## config.mk

```make
export PLATFORM = sky130hd
export DESIGN_NAME = word_serializer
export DESIGN_NICKNAME = d
export VERILOG_FILES = /design/src/rtl/word_serializer.sv
export SDC_FILE = /design/constraint.sdc
export NUM_CORES = 1
export LEC_CHECK = 0
export ABC_AREA = 0
export CAP_MARGIN = 20
export CORE_ASPECT_RATIO = 1.4
export CORE_UTILIZATION = 30
export CTS_BUF_LIST = sky130_fd_sc_hd__clkbuf_4 sky130_fd_sc_hd__clkbuf_8 sky130_fd_sc_hd__clkbuf_16
export DETAILED_ROUTE_END_ITERATION = 10
export PLACE_DENSITY_LB_ADDON = 0.25
export SLEW_MARGIN = 20
export SYNTH_ARGS = -nofsm -noshare
export SYNTH_HDL_FRONTEND = slang
export SYNTH_SLANG_ARGS = --single-unit
```

## constraint.sdc

```tcl
create_clock -name clock -period 2.15 [get_ports clock]
set_input_delay 0.3225 -clock clock [delete_from_list [all_inputs] [get_ports clock]]
set_output_delay 0.3225 -clock clock [all_outputs]
set_load 0.1 [all_outputs]
```

## src/rtl/word_serializer.sv

```systemverilog
// -----------------------------------------------------------------------------
// word_serializer
//   Parallel-to-serial transmitter for WIDTH-bit words. A word is accepted on a
//   valid/ready handshake and shifted out MSB-first, one bit per enabled clock,
//   followed by an optional even-parity bit and a one-cycle completion pulse.
//   `enable` = 0 freezes all state and gates the qualified outputs, so one
//   enable line can stall the whole register datapath.
//
//   Optional feature: define WORD_SERIALIZER_PARITY_EN to append a parity bit
//   (XOR of the accepted word) after the data bits.
//
// Ports
//   clock         in   rising-edge clock
//   reset         in   synchronous active-high reset
//   enable        in   1 = advance, 0 = freeze
//   load_valid    in   producer offers value_in
//   value_in      in   WIDTH-bit word, sampled on accept
//   load_ready    out  block can accept a word this cycle
//   serial_out    out  current serial bit
//   serial_valid  out  serial_out carries a frame bit
//   frame_start   out  MSB of a frame is on serial_out
//   done          out  one-cycle pulse after the last frame bit
// -----------------------------------------------------------------------------
module word_serializer #(
  parameter int WIDTH = 16
) (
  input  logic             clock,
  input  logic             reset,
  input  logic             enable,
  input  logic             load_valid,
  input  logic [WIDTH-1:0] value_in,
  output logic             load_ready,
  output logic             serial_out,
  output logic             serial_valid,
  output logic             frame_start,
  output logic             done
);

  // One extra counter bit so the count never wraps inside a frame.
  localparam int CW = $clog2(WIDTH) + 1;
  localparam logic [CW-1:0] LAST_BIT = CW'(WIDTH - 1);

`ifdef WORD_SERIALIZER_PARITY_EN
  typedef enum logic [1:0] {S_IDLE, S_SHIFT, S_PARITY, S_DONE} state_t;
`else
  typedef enum logic [1:0] {S_IDLE, S_SHIFT, S_DONE} state_t;
`endif

  state_t           state_q, state_d;
  logic [CW-1:0]    cnt_q, cnt_d;
  logic [WIDTH-1:0] shreg_q, shreg_d;
`ifdef WORD_SERIALIZER_PARITY_EN
  logic             par_q, par_d;
`endif

  logic accept;

  // ---------------------------------------------------------------------------
  // State register
  // ---------------------------------------------------------------------------
  always_ff @(posedge clock) begin
    if (reset) begin
      state_q <= S_IDLE;
      cnt_q   <= '0;
      shreg_q <= '0;
`ifdef WORD_SERIALIZER_PARITY_EN
      par_q   <= 1'b0;
`endif
    end else begin
      state_q <= state_d;
      cnt_q   <= cnt_d;
      shreg_q <= shreg_d;
`ifdef WORD_SERIALIZER_PARITY_EN
      par_q   <= par_d;
`endif
    end
  end

  // ---------------------------------------------------------------------------
  // Next state. Nothing moves while enable is low.
  // ---------------------------------------------------------------------------
  assign accept = load_valid && load_ready;

  always_comb begin
    state_d = state_q;
    cnt_d   = cnt_q;
    shreg_d = shreg_q;
`ifdef WORD_SERIALIZER_PARITY_EN
    par_d   = par_q;
`endif
    if (enable) begin
      case (state_q)
        S_IDLE: begin
          if (accept) begin
            shreg_d = value_in;
            cnt_d   = '0;
`ifdef WORD_SERIALIZER_PARITY_EN
            par_d   = ^value_in;
`endif
            state_d = S_SHIFT;
          end
        end
        S_SHIFT: begin
          shreg_d = {shreg_q[WIDTH-2:0], 1'b0};
          cnt_d   = cnt_q + 1'b1;
          if (cnt_q == LAST_BIT) begin
`ifdef WORD_SERIALIZER_PARITY_EN
            state_d = S_PARITY;
`else
            state_d = S_DONE;
`endif
          end
        end
`ifdef WORD_SERIALIZER_PARITY_EN
        S_PARITY: state_d = S_DONE;
`endif
        S_DONE:   state_d = S_IDLE;
        default:  state_d = S_IDLE;
      endcase
    end
  end

  // ---------------------------------------------------------------------------
  // Outputs. serial_out depends on state only, so it naturally holds while
  // frozen; the strobes are qualified by enable (and load_ready by reset).
  // ---------------------------------------------------------------------------
  always_comb begin
    load_ready   = (state_q == S_IDLE) && enable && !reset;
    frame_start  = (state_q == S_SHIFT) && (cnt_q == '0) && enable;
    done         = (state_q == S_DONE) && enable;
    serial_valid = 1'b0;
    serial_out   = 1'b0;
    case (state_q)
      S_SHIFT: begin
        serial_out   = shreg_q[WIDTH-1];
        serial_valid = enable;
      end
`ifdef WORD_SERIALIZER_PARITY_EN
      S_PARITY: begin
        serial_out   = par_q;
        serial_valid = enable;
      end
`endif
      default: ;
    endcase
  end

endmodule

```

==> metrics.md <==
| Metric | Value |
|---|---|
| GR Util All Layers | `12.3%` |
| Diodes inserted | `0` |
| Post-route ant nets | `0` |
| Final instance area | `0.00158 sq mm` |
| Pre-antenna DRT Iters | `4` |
| Hold Crit Start | `shreg_q[0]$_SDFFE_PP0P_` |
| Mapped Area | `0.00120 sq mm` |
| Vias in the first global route | `1060` |
| Drt drc | `0` |
| Nets | `190` |
| Sw power | `0.268 mW` |
| Max Buffers Root-to-Sink | `2` |
| Rel. slew slack | `73.3%` |
| Worst reg-to-reg setup slack | `0.54 ns` |
| Clk pwr share | `28.5%` |
| CTS H-Tree Depth | `1` |
| Hold path cells | `2` |
| Setup crit end kind | `output pin` |
| Final setup vio count | `0` |
| CP required | `1.83 ns` |
| Post-layout min period | `1.93 ns` |
| Crit Path Max Fanout | `10` |
| Maximum VDD drop | `0.265 mV` |
| Fmax | `0.517 GHz` |
| Port-buffer cells | `24` |
| Setup slack at placement | `0.146 ns` |
| CTS buffer count | `3` |
| Core outline area | `0.00374 sq mm` |
| Fin util | `42.2%` |
| I/O pins | `25` |
| Fin Clk Skew | `0.00735 ns` |
| Seq/Total Area, Yosys | `38.3%` |
| Leakage | `0.563 nW` |
| Max-cap violations | `0` |
| Slew @ Worst Pin | `0.401 ns` |
| Min-Delay Path Class | `flop to flop` |
| Final Max Slew Viols | `0` |
| Share of power burned in registers | `49.7%` |
| Global-route wire length before repair | `4310 microns` |
| Worst Reg2Reg Path Length in Cells | `5` |
| Die Y | `76.9 microns` |
| CTS root buffer | `clkbuf_8` |
| Vias/cell | `5.09` |
| Routed WL | `2470 microns` |
| Initial antenna violation count | `0` |
| RR Startpoint | `cnt_q[0]$_SDFFE_PP0P_` |
| Post-CTS Resized | `0` |
| Combinational fraction of design power | `21.7%` |
| Vias | `1059` |
| Cell variety after synth | `29` |
| Crit share post-route | `89.9%` |
| WS Path Type | `flop to output pin` |
| Avg Inst Size Synth | `8.36 sq um` |
| CP Data Arrival Time | `1.61 ns` |
| Initial Utilization | `32.2%` |
| CTS tree | `done` |
| Post-DP HPWL | `1850 microns` |
| Status | `complete, no violations` |
| Clk slew on worst S/H paths | `0.09 ns` |
| WL per Instance | `11.9 microns` |
| Die area | `0.00427 sq mm` |
| Final setup TNS | `0 ns` |
| Synth Warn # | `0` |
| Syn Inst Count | `144` |
| PD cells | `595 mW/mm^2` |
| Crit path launch type | `flop` |
| Int Pwr | `0.672 mW` |
| Number of setup buffers added after CTS | `0` |
| Synth-to-layout area growth | `31.3%` |
| GRT Residual Overflow | `0` |
| Placed cell areas | `0.00153 sq mm` |
| DR iter-0 viols | `19` |
| # clock sinks | `23` |
| Final setup margin | `0.216 ns` |
| FF-to-FF End | `cnt_q[4]$_SDFFE_PP0P_` |
| #FFs+latches synth | `23` |
| Final hold vios | `0` |
| Share of cells above drive strength 1 | `19.3%` |
| Worst hold path endpoint | `shreg_q[0]$_SDFFE_PP0P_` |
| Die width | `55.5 microns` |
| Largest net degree at the start of global routing | `34` |
| Clk Latency, worst-skew pair | `0.26 ns` |
| Gpl congestion | `0.745` |
| Net Sw Frac | `28.5%` |
| Post-CTS Hold Buffers | `0` |
| Rows | `26` |
| WHS | `0.474 ns` |
| Net Count, Synth | `167` |
| Unrepaired setup endpoints after global routing | `false` |
[state kept, by name, indices dropped and copies added (netlist names)]
register	count
shreg_q	16
cnt_q	5
state_q	2
[worst max path at each step]
stage / startpoint / endpoint / slack, ns / cells after the start
3_3_place_gp: enable / shreg_q[4]$_SDFFE_PP0P_ / 0.22 / 5
4_1_cts: state_q[0]$_SDFFE_PP0P_ / frame_start / 0.20 / 4
5_1_grt: state_q[0]$_SDFFE_PP0P_ / serial_out / 0.10 / 4
3_5_place_dp: enable / shreg_q[5]$_SDFFE_PP0P_ / 0.15 / 5
2_1_floorplan: state_q[0]$_SDFFE_PP0P_ / done / 0.12 / 2
6_report: state_q[0]$_SDFFE_PP0P_ / serial_out / 0.22 / 4
[layout make-up]
| type | instances | area [sq um] |
|---|---|---|
| sequential | 23 | 460 |
| inverter | 4 | 15.0 |
| multi-input combinational | 106 | 678 |
| fill | 386 | 2160 |
| clock inverter | 1 | 5.00 |
| timing repair buffer | 29 | 328 |
| tap | 42 | 52.6 |
| clock buffer | 3 | 41.3 |
[cells in the mapped netlist]
| cell | number | share of area, % |
|---|---|---|
| a211oi_1 | 1 | 0.62 |
| a21oi_1 | 6 | 2.5 |
| a22oi_1 | 1 | 0.62 |
| a311oi_1 | 3 | 2.2 |
| a311oi_2 | 12 | 15 |
| a31oi_1 | 1 | 0.52 |
| and2_1 | 1 | 0.52 |
| and2b_1 | 1 | 0.62 |
| and2b_2 | 1 | 0.73 |
| and3_1 | 1 | 0.52 |
| buf_1 | 1 | 0.31 |
| buf_2 | 4 | 1.7 |
| buf_4 | 3 | 1.9 |
| buf_6 | 2 | 1.9 |
| clkbuf_1 | 1 | 0.31 |
| dfxtp_1 | 23 | 38 |
| ha_1 | 3 | 3.1 |
| inv_1 | 4 | 1.2 |
| nand2_1 | 37 | 12 |
| nand2b_1 | 3 | 1.6 |
| nand3_1 | 5 | 2.1 |
| nand4b_1 | 1 | 0.73 |
| nor2_1 | 20 | 6.2 |
| nor2b_2 | 1 | 0.73 |
| nor3_1 | 2 | 0.83 |
| o21a_4 | 1 | 1.2 |
| o21ai_0 | 2 | 0.83 |
| o21ai_2 | 1 | 0.73 |
| or3_1 | 2 | 1.0 |
[stage by stage]
step | std cells | power, mW
2_1_floorplan | 144 | 0.615
3_3_place_gp | 204 | 0.679
3_5_place_dp | 204 | 0.684
4_1_cts | 208 | 0.955
5_1_grt | 208 | 0.984
6_report | 208 | 0.940
[critical path, stage by stage, from the launching register on]
cell	delay (ns)
dfxtp_1	0.56
and2b_1	0.23
buf_4	0.18
and2_1	0.19
buf_12	0.18
[cells in the final DEF (no fill, tap or decap), drive strengths merged]
cell type / n
clkdlybuf4s50: 19
and2: 1
a21oi: 6
nand2b: 3
nand3: 5
nand4b: 1
nor2b: 1
a31oi: 1
clkbuf: 3
a22oi: 1
buf: 10
dfxtp: 23
ha: 3
o21ai: 3
nand2: 37
a311oi: 15
o21a: 1
and3: 1
nor2: 20
and2b: 2
a211oi: 1
inv: 4
nor3: 2
clkinv: 1
or3: 2
[metal layers]
layer  wire length (microns)  part of all wire [%]  up-vias  track usage (%)
met5                       0                     0        -                0
met4                      17                  0.69        0             4.75
met3                      86                   3.5        2             2.19
met2                    1270                    51       22             23.0
met1                    1100                    45      499             13.3
li1                        -                     -      536                -
[cell families after synthesis]
logic type / after synthesis / share of synthesized area (%)
simple gates: 75 / 27.1
compound gates: 28 / 24.2
flops: 23 / 38.3
buf+inv: 15 / 7.28
fa+ha+maj: 3 / 3.12
[power groups by stage]
stage / clock network (mW) / logic [mW] / registers, mW
after global placement: 0 / 0.202 / 0.477
after detailed placement: 0 / 0.206 / 0.477
after global routing: 0.290 / 0.223 / 0.470
after floorplan: 0 / 0.145 / 0.470
final: 0.268 / 0.204 / 0.467
after CTS: 0.280 / 0.207 / 0.468
Power figures use the tool's default switching activity.
